==> src/rtl/led_pattern_shifter_if.sv <==
// Control/pattern bundle between the board-side driver and the
// LED pattern engine.
interface led_pattern_shifter_if #(
  parameter int N_LEDS = 25
);
  logic              button;
  logic [1:0]        mode;
  logic              pause;
  logic              clear;
  logic [N_LEDS-1:0] R;
  logic [N_LEDS-1:0] G;
  logic [N_LEDS-1:0] B;
  logic [1:0]        status_leds;
  logic              tick;

  modport master (
    output button, mode, pause, clear,
    input  R, G, B, status_leds, tick
  );

  modport slave (
    input  button, mode, pause, clear,
    output R, G, B, status_leds, tick
  );
endinterface

==> src/rtl/led_pattern_shifter.sv <==
// RGB LED pattern engine: debounced button, prescaled step tick and
// a 3*N_LEDS-bit chain stepped by fill/rotate/bounce/freeze modes.
module led_pattern_shifter #(
  parameter int N_LEDS     = 25,
  parameter int TICK_DIV   = 2097152,
  parameter int DEB_CYCLES = 65536
) (
  input  logic                  clk,
  input  logic                  rst_n,
  led_pattern_shifter_if.slave  bus
);

  localparam int K  = 3 * N_LEDS;
  localparam int CW = (TICK_DIV > 2) ? $clog2(TICK_DIV) : 1;
  localparam int DW = $clog2(DEB_CYCLES + 1);
  localparam int BW = $clog2(K);

  localparam logic [CW-1:0] CNT_LAST = CW'(TICK_DIV - 1);
  localparam logic [DW-1:0] DEB_LAST = DW'(DEB_CYCLES - 1);
  localparam logic [BW-1:0] BNC_LAST = BW'(K - 2);
  localparam logic [K-1:0]  INIT     = {{(K-1){1'b1}}, 1'b0};

  typedef enum logic [1:0] {
    M_FILL = 2'b00,
    M_ROT  = 2'b01,
    M_BNC  = 2'b10,
    M_FRZ  = 2'b11
  } mode_e;

  logic          r_sync1;
  logic          r_sync2;
  logic          r_btn_db;
  logic [DW-1:0] r_deb_cnt;
  logic [CW-1:0] r_cnt;
  logic          r_tick;
  logic [K-1:0]  r_chain;
  logic          r_dir;
  logic [BW-1:0] r_bnc;
  mode_e         r_mode_q;

  logic          w_step;
  mode_e         w_mode;
  logic          w_enter_bnc;
  logic          w_dir;
  logic [BW-1:0] w_bnc;
  logic [K-1:0]  w_rol;
  logic [K-1:0]  w_ror;
  logic [K-1:0]  w_fill;

  always_ff @(posedge clk or negedge rst_n) begin
    if (!rst_n) begin
      r_sync1 <= 1'b0;
      r_sync2 <= 1'b0;
    end else begin
      r_sync1 <= bus.button;
      r_sync2 <= r_sync1;
    end
  end

  // Counter only advances while the synced level disagrees with btn_db.
  always_ff @(posedge clk or negedge rst_n) begin
    if (!rst_n) begin
      r_btn_db  <= 1'b0;
      r_deb_cnt <= '0;
    end else if (r_sync2 == r_btn_db) begin
      r_deb_cnt <= '0;
    end else if (r_deb_cnt == DEB_LAST) begin
      r_btn_db  <= r_sync2;
      r_deb_cnt <= '0;
    end else begin
      r_deb_cnt <= r_deb_cnt + 1'b1;
    end
  end

  assign w_step = !bus.pause && (r_cnt == CNT_LAST);

  always_ff @(posedge clk or negedge rst_n) begin
    if (!rst_n) begin
      r_cnt  <= '0;
      r_tick <= 1'b0;
    end else if (bus.pause) begin
      r_tick <= 1'b0;
    end else if (w_step) begin
      r_cnt  <= '0;
      r_tick <= 1'b1;
    end else begin
      r_cnt  <= r_cnt + 1'b1;
      r_tick <= 1'b0;
    end
  end

  assign w_mode      = mode_e'(bus.mode);
  assign w_enter_bnc = (w_mode == M_BNC) && (r_mode_q != M_BNC);
  assign w_dir       = w_enter_bnc ? 1'b0 : r_dir;
  assign w_bnc       = w_enter_bnc ? '0 : r_bnc;
  assign w_rol       = {r_chain[K-2:0], r_chain[K-1]};
  assign w_ror       = {r_chain[0], r_chain[K-1:1]};
  assign w_fill      = {r_chain[K-2:0], r_btn_db};

  always_ff @(posedge clk or negedge rst_n) begin
    if (!rst_n) begin
      r_mode_q <= M_FILL;
    end else if (w_step) begin
      r_mode_q <= w_mode;
    end
  end

  // clear beats a coincident step; dir 0 = left
  always_ff @(posedge clk or negedge rst_n) begin
    if (!rst_n) begin
      r_chain <= INIT;
      r_dir   <= 1'b0;
      r_bnc   <= '0;
    end else if (bus.clear) begin
      r_chain <= INIT;
      r_dir   <= 1'b0;
      r_bnc   <= '0;
    end else if (w_step) begin
      unique case (w_mode)
        M_FILL: r_chain <= w_fill;
        M_ROT:  r_chain <= w_rol;
        M_BNC: begin
          r_chain <= w_dir ? w_ror : w_rol;
          if (w_bnc == BNC_LAST) begin
            r_dir <= ~w_dir;
            r_bnc <= '0;
          end else begin
            r_dir <= w_dir;
            r_bnc <= w_bnc + 1'b1;
          end
        end
        M_FRZ:  r_chain <= r_chain;
      endcase
    end
  end

  assign bus.R           = r_chain[N_LEDS-1:0];
  assign bus.G           = r_chain[2*N_LEDS-1:N_LEDS];
  assign bus.B           = r_chain[K-1:2*N_LEDS];
  assign bus.status_leds = {~r_btn_db, r_btn_db};
  assign bus.tick        = r_tick;

endmodule
==> src/flat_wrapper.sv <==
// flat-port wrapper written by rule: the top's interface ports become plain ports
module led_pattern_shifter_flat 
#(
  parameter int N_LEDS     = 25,
  parameter int TICK_DIV   = 2097152,
  parameter int DEB_CYCLES = 65536
)
  (clk, rst_n, bus_button, bus_mode, bus_pause, bus_clear, bus_R, bus_G, bus_B, bus_status_leds, bus_tick);
  led_pattern_shifter_if #(.N_LEDS(N_LEDS)) bus_i ();
  input  logic clk;
  input  logic rst_n;
  input wire logic [$bits(bus_i.button)-1:0] bus_button;
  input wire logic [$bits(bus_i.mode)-1:0] bus_mode;
  input wire logic [$bits(bus_i.pause)-1:0] bus_pause;
  input wire logic [$bits(bus_i.clear)-1:0] bus_clear;
  output wire logic [$bits(bus_i.R)-1:0] bus_R;
  output wire logic [$bits(bus_i.G)-1:0] bus_G;
  output wire logic [$bits(bus_i.B)-1:0] bus_B;
  output wire logic [$bits(bus_i.status_leds)-1:0] bus_status_leds;
  output wire logic [$bits(bus_i.tick)-1:0] bus_tick;
  assign bus_i.button = bus_button;
  assign bus_i.mode = bus_mode;
  assign bus_i.pause = bus_pause;
  assign bus_i.clear = bus_clear;
  assign bus_R = bus_i.R;
  assign bus_G = bus_i.G;
  assign bus_B = bus_i.B;
  assign bus_status_leds = bus_i.status_leds;
  assign bus_tick = bus_i.tick;
  led_pattern_shifter #(.N_LEDS(N_LEDS), .TICK_DIV(TICK_DIV), .DEB_CYCLES(DEB_CYCLES)) u_core (.clk(clk), .rst_n(rst_n), .bus(bus_i));
endmodule
==> config.mk <==
export PLATFORM = sky130hd
export DESIGN_NAME = led_pattern_shifter_flat
export DESIGN_NICKNAME = d
export VERILOG_FILES = /design/src/rtl/led_pattern_shifter_if.sv /design/src/rtl/led_pattern_shifter.sv /design/src/flat_wrapper.sv
export SDC_FILE = /design/constraint.sdc
export NUM_CORES = 1
export LEC_CHECK = 0
export CAP_MARGIN = 25
export CORE_UTILIZATION = 58
export DETAILED_ROUTE_END_ITERATION = 8
export PLACE_DENSITY = 0.84
export SYNTH_ARGS = -nofsm -noshare
export SYNTH_HDL_FRONTEND = slang
export SYNTH_SLANG_ARGS = --single-unit
==> constraint.sdc <==
create_clock -name clk -period 6.1 [get_ports clk]
set_input_delay 0.915 -clock clk [delete_from_list [all_inputs] [get_ports clk]]
set_output_delay 0.915 -clock clk [all_outputs]
set_load 0.03 [all_outputs]
==> results of run 1 <==
[where the power goes]
part           internal [mW]  leakage, nW  switching [mW]  total [mW]
Clock                  0.614        0.286           0.358       0.973
Combinational         0.0781         1.38          0.0965       0.175
Sequential             0.871         1.50          0.0312       0.902
Total                   1.56         3.17           0.486        2.05
[placed cells by master, fill, tap and decap left out, types with 16 or more instances in the layout]
cell type and n:
xor2_1 21, nand2_1 19, clkdlybuf4s50_1 83, clkbuf_16 18, nor2_1 38, a2bb2oi_1 24
a22oi_1 74, dfrtp_1 53, dfstp_2 74, nand3_1 16, a2bb2oi_2 50
[sequential cells by signal (all words and copies together) (netlist names)]
register	count
u_core.r_dir	1
u_core.r_btn_db	1
u_core.r_sync2	1
u_core.r_mode_q	2
u_core.r_bnc	7
u_core.r_sync1	1
u_core.r_cnt	21
u_core.bus.tick	1
u_core.r_deb_cnt	17
u_core.r_chain	75
[layout make-up]
cell class                 count  area (um2)
fill                         746        2970
inverter                       7        26.3
clock inverter                 2        11.3
timing repair buffer          91         951
tap                          140         175
multi-input combinational    349        2880
clock buffer                  30         566
sequential                   127        3270
[through the flow]
step                util (%)  cell area (um2)  instances  setup WS, ns
global route            72.6             7880        746          2.70
global placement        66.6             7220        711          2.33
finish                  72.6             7880        746          2.86
detailed placement      66.8             7240        712          2.38
floorplan                  -             6450        520          3.40
CTS                     72.1             7820        744          2.92
[logic make-up after synthesis]
| logic type | after synthesis | share of synthesized area (%) |
|---|---|---|
| AO/OA/AOI/OAI | 175 | 26.4 |
| AND/OR/NAND/NOR | 128 | 11.2 |
| flip-flops | 127 | 50.7 |
| buffers and inverters | 44 | 4.81 |
| XOR/XNOR | 31 | 4.21 |
| multiplexers | 8 | 1.32 |
| adder cells (fa/ha/maj) | 7 | 1.36 |
[metal layers]
metal / up-vias / wire [um] / GRT usage [%]
met5: - / 0 / 0
met4: 0 / 198 / 9.30
met3: 18 / 651 / 7.38
met2: 134 / 6890 / 40.3
met1: 2415 / 6260 / 34.3
li1: 2141 / - / -
[critical path, delay by kind of cell]
family | cells | cell delay, ns
AO/OA/AOI/OAI | 2 | 0.31
adder cells (fa/ha/maj) | 2 | 0.40
buffers and inverters | 3 | 0.66
AND/OR/NAND/NOR | 5 | 1.34
[path summary, 6_finish.rpt]
check                                           to  slack, ns             from  cells past startpoint
worst max-delay path               u_core.r_bnc[6]       2.86      bus_mode[0]                     12
max in group asynchronous           u_core.r_sync1       5.07            rst_n                      2
worst min register to register      u_core.r_sync2       0.36   u_core.r_sync1                      0
worst min-delay path                u_core.r_sync2       0.36   u_core.r_sync1                      0
min in group asynchronous       u_core.r_chain[19]       0.39            rst_n                      1
worst max register to register   u_core.r_chain[0]       3.29  u_core.r_cnt[0]                      7
==> impl_metrics.env, run 1 <==
export IMPL_cts_resized=0
export IMPL_drive_above_1_share_pct=28.5
export IMPL_cts_tree="yes"
export IMPL_rsz0062_at_grt="false"
export IMPL_ios=85
export IMPL_critPathMaxStageDelay_ns=0.63
export IMPL_yosys_area_top_type_share_pct=30.1
export IMPL_antenna_cells=0
export IMPL_grt_ovfl_total=0
export IMPL_violations="design-rule violations"
export IMPL_synth_cell_types=48
export IMPL_grt_pass1_wl_mm=22.9
export IMPL_maxCapViolCount=0
export IMPL_area_growth_pct=22.1
export IMPL_crit_chain="clkdlybuf4s50_1 > inv_1 > ha_1 > nand2_1 > and2_1 > inv_1 > ha_1 > nand4b_1 > nor3_1 > nor3b_1 > o21ai_0 > a21oi_1"
export IMPL_post_cts_repair_setup_buffers=0
export IMPL_rows=38
export IMPL_slowest_stage="nor3_1"
export IMPL_die_area_um2=11500
export IMPL_portBuffers=84
export IMPL_coreArea_um2=10800
export IMPL_fin_crit_sh_pct=53.2
export IMPL_drt_initial_drc_count=377
export IMPL_cp_max_fo=10
export IMPL_postRouteAntennaNets=0
export IMPL_ys_ff_latch=127
export IMPL_syn_instance_count=520
export IMPL_final_setup_viol_count=0
export IMPL_htreeDepth=4
export IMPL_nets=607
export IMPL_drv_slew=0
export IMPL_end_kind="flip-flop"
export IMPL_hold_violations=0
export IMPL_arrival_ns=3.63
export IMPL_synth_edf_count=0
export IMPL_finalPower_mw=2.05
export IMPL_syn_area_um2=6450
export IMPL_grt_usage_pct=25.8
export IMPL_antenna_found_initial=0
export IMPL_first_pass_iters=7
export IMPL_clockRootBuffer="clkbuf_8"
export IMPL_dpl_hpwl_mm=8.36
export IMPL_avgSynthCellArea_um2=12.4
export IMPL_cts_buffers=17
export IMPL_cts_clk_slew_worst_paths_ns=0.06
export IMPL_tns_ns=0
export IMPL_initial_core_util_pct=59.5
export IMPL_synth_top_area_cell="dfstp_2"
export IMPL_grt_start_max_net_pins=78
export IMPL_synth_area_top_cells="dfstp_2 (30%), dfrtp_1 (21%), a2bb2oi_2 (12%)"
export IMPL_gp_congestion=0.795
export IMPL_clock_latency_ns=0.54
export IMPL_clock_sinks=127
export IMPL_min_path_type="flip-flop to flip-flop"
export IMPL_p_per_area_nw_per_um2=260
export IMPL_vias=4708
export IMPL_postCtsHoldBufs=0
export IMPL_die_h_um=107
export IMPL_drc=1
export IMPL_tightest_slew_ns=0.810
export IMPL_synth_async_reset_ratio_pct=100
export IMPL_fp_dieW_um=107
export IMPL_run_status="finished, violations left"
export IMPL_fin_worst_skew_ns=0.0109
export IMPL_start_kind="input port"
export IMPL_ys_top_cells_by_count="a22oi_1 (74), dfstp_2 (74), dfrtp_1 (53)"
export IMPL_ys_seq_area_share_pct=50.7
export IMPL_cts_max_path_buffers=2
export IMPL_synth_fp_nets=534
export IMPL_slew_headroom_pct=45.6
export IMPL_critical_path_class="input port to flip-flop"
export IMPL_vias_per_cell=6.31
export IMPL_wl_per_cell_um=18.8
export IMPL_ys_flop_type="dfstp_2"
export IMPL_drt_total_wl_mm=14.0
export IMPL_grt_pass1_vias=4632
export IMPL_whs_ns=0.359
export IMPL_cp_required_ns=6.49
export IMPL_fin_crit_ns=3.24
export IMPL_vdd_drop_max_mv=0.286
export IMPL_p_leak_nw=3.17
export IMPL_fmax_mhz=308
export IMPL_yosysWarnings=0
(Power assumes the default switching activity.)
==> run 2: changes to the inputs <==
CORE_UTILIZATION = 50   (was 58)
PLACE_DENSITY = 0.77   (was 0.84)
clock period = 2.6 ns   (was 6.1 ns; I/O delays follow)
==> run 2 against run 1 <==
  * Utilization down 7.9 points
  * Cell area rose by 3.7%
  * Worst setup slack worse by 2.6 ns
  * Register-to-register slack got worse by 3.1 ns
  * Clock power rose to 2.6 times the previous value
  * Sequential cell count unchanged
  * Clock skew decreased by 0.0047 ns
  * Non-clock buffer count is 16 higher
  * Critical endpoint is now u_core.r_chain[57]
  * Via count shrank 0.11%
  * Largest power group unchanged
  * The run now ends clean
==> impl_metrics.env, run 2 (same netlist as run 1, synthesis figures left out) <==
export IMPL_stdcell_count=794
export IMPL_cts_tree="yes"
export IMPL_grt_usage_pct=22.5
export IMPL_cts_clk_slew_worst_paths_ns=0.06
export IMPL_area_growth_pct=26.6
export IMPL_internal_power_mw=3.86
export IMPL_mostFrequentLayoutCells="clkdlybuf4s50_1 (83), a22oi_1 (74), dfstp_2 (74)"
export IMPL_vias=4703
export IMPL_min_path_type="input port to async pin"
export IMPL_dpl_hpwl_mm=9.16
export IMPL_nets=623
export IMPL_place_area_um2=7540
export IMPL_die_area_um2=13400
export IMPL_arrival_ns=2.73
export IMPL_wl_per_cell_um=17.5
export IMPL_antenna_cells=0
export IMPL_vias_per_cell=5.92
export IMPL_post_cts_repair_setup_buffers=0
export IMPL_vdd_drop_max_mv=0.449
export IMPL_cp_required_ns=2.95
export IMPL_rsz0062_at_grt="false"
export IMPL_p_sw_mw=1.19
export IMPL_dpl_cell_count=762
export IMPL_p_seq_share_pct=41.9
export IMPL_ios=85
export IMPL_cts_resized=0
export IMPL_antenna_found_initial=0
export IMPL_initial_core_util_pct=51.1
export IMPL_fin_util_pct=64.7
export IMPL_htreeDepth=4
export IMPL_clock_latency_ns=0.42
export IMPL_fin_area_um2=8170
export IMPL_slew_headroom_pct=52.4
export IMPL_whs_ns=0.0375
export IMPL_fin_crit_ns=2.38
export IMPL_p_sw_share_pct=23.6
export IMPL_gp_congestion=0.806
export IMPL_cts_max_path_buffers=2
export IMPL_fill_cells=962
export IMPL_drive_above_1_share_pct=31.2
export IMPL_grt_pass1_vias=4699
export IMPL_fin_crit_sh_pct=91.5
export IMPL_drt_total_wl_mm=13.9
export IMPL_first_pass_iters=5
export IMPL_fin_worst_skew_ns=0.00620
export IMPL_grt_start_max_net_pins=75
export IMPL_combinationalPowerShare_pct=8.4
export IMPL_grt_ovfl_total=0
export IMPL_clockRootBuffer="clkbuf_16"
export IMPL_dpl_worst_slack_ns=-0.00853
export IMPL_die_h_um=116
export IMPL_postRouteAntennaNets=0
export IMPL_hold_violations=0
export IMPL_grt_pass1_wl_mm=23.2
export IMPL_postCtsHoldBufs=0
export IMPL_maxCapViolCount=0
export IMPL_drv_slew=0
export IMPL_fp_dieW_um=116
export IMPL_portBuffers=84
export IMPL_rows=41
export IMPL_p_leak_nw=3.29
export IMPL_final_setup_viol_count=0
export IMPL_top_regs="u_core.r_chain x75, u_core.r_cnt x21, u_core.r_deb_cnt x17"
export IMPL_drt_initial_drc_count=349
export IMPL_finalPower_mw=5.04
export IMPL_tns_ns=0
export IMPL_drc=0
export IMPL_fmax_mhz=420
export IMPL_p_per_area_nw_per_um2=618
export IMPL_largest_reg_flops=75
export IMPL_final_common_cell="clkdlybuf4s50_1"
export IMPL_tightest_slew_ns=0.713
export IMPL_setup_ws_ns=0.221
export IMPL_p_clk_share_pct=49.7
export IMPL_start_kind="flip-flop"
export IMPL_coreArea_um2=12600
export IMPL_end_kind="flip-flop"
export IMPL_cts_buffers=17
export IMPL_run_status="finished, final reports clean"
export IMPL_cp_max_fo=28
export IMPL_clock_sinks=127
export IMPL_critical_path_class="flip-flop to flip-flop"
export IMPL_top_register="u_core.r_chain"
==> run 2: cell count changes in the layout (fill, tap and decap cells not counted), moves of 3 or more <==
cell / delta
buf_12: +11
buf_4: +8
clkbuf_8: -7
clkbuf_1: -5
buf_16: -3
bufinv_16: +3
clkinv_2: +3
clkinvlp_4: +3
==> run 2: final timing paths <==
check	end	from	slack [ns]	cells after the start
worst max-delay path	u_core.r_chain[57]	u_core.r_cnt[0]	0.22	7
worst min-delay path	u_core.r_deb_cnt[5]	rst_n	0.04	1
worst max register to register	u_core.r_chain[57]	u_core.r_cnt[0]	0.22	7
worst min register to register	u_core.r_sync2	u_core.r_sync1	0.36	0
max in group asynchronous	u_core.r_chain[34]	rst_n	1.77	2
min in group clk	u_core.r_sync2	u_core.r_sync1	0.36	0
==> run 2: layout make-up <==
type | count | area (um2) | share of cell area [%]
multi-input cells | 349 | 2880 | 35.2
repair buffers | 107 | 1150 | 14.1
flip-flops and latches | 127 | 3270 | 40.0
well taps | 172 | 215 | 2.63
clock inverters | 13 | 156 | 1.91
clock buffers | 19 | 475 | 5.82
inverters | 7 | 26.3 | 0.322
==> run 2: worst max-delay path, cell delays in order, from the launching register on <==
cell and delay (ns):
dfrtp_1 0.42, ha_1 0.26, nand2b_4 0.09, or4_4 0.55, nor3b_4 0.27, a31o_4 0.28, buf_12 0.24, a2bb2oi_2 0.17
==> run 2: power by group through the flow <==
stage          clock [mW]  sequential, mW  combinational (mW)
2_1_floorplan           0            2.13               0.319
6_report             2.51            2.12               0.422
5_1_grt              2.66            2.12               0.466
3_3_place_gp            0            2.14               0.406
3_5_place_dp            0            2.14               0.423
4_1_cts              2.55            2.11               0.429
==> run 2: layer usage <==
| metal | vias to the layer above | track usage (%) | wire length (um) |
|---|---|---|---|
| met4 | 0 | 6.49 | 124 |
| li1 | 2166 | - | - |
| met5 | - | 0 | 0 |
| met2 | 128 | 35.9 | 6740 |
| met1 | 2396 | 29.8 | 6410 |
| met3 | 13 | 6.64 | 640 |
==> run 3: changes to the inputs <==
SLEW_MARGIN = 20   (was default)
TNS_END_PERCENT = 20   (was default)
==> results of run 3 <==
Final layout, timing and power as in run 2 (identical DEF).
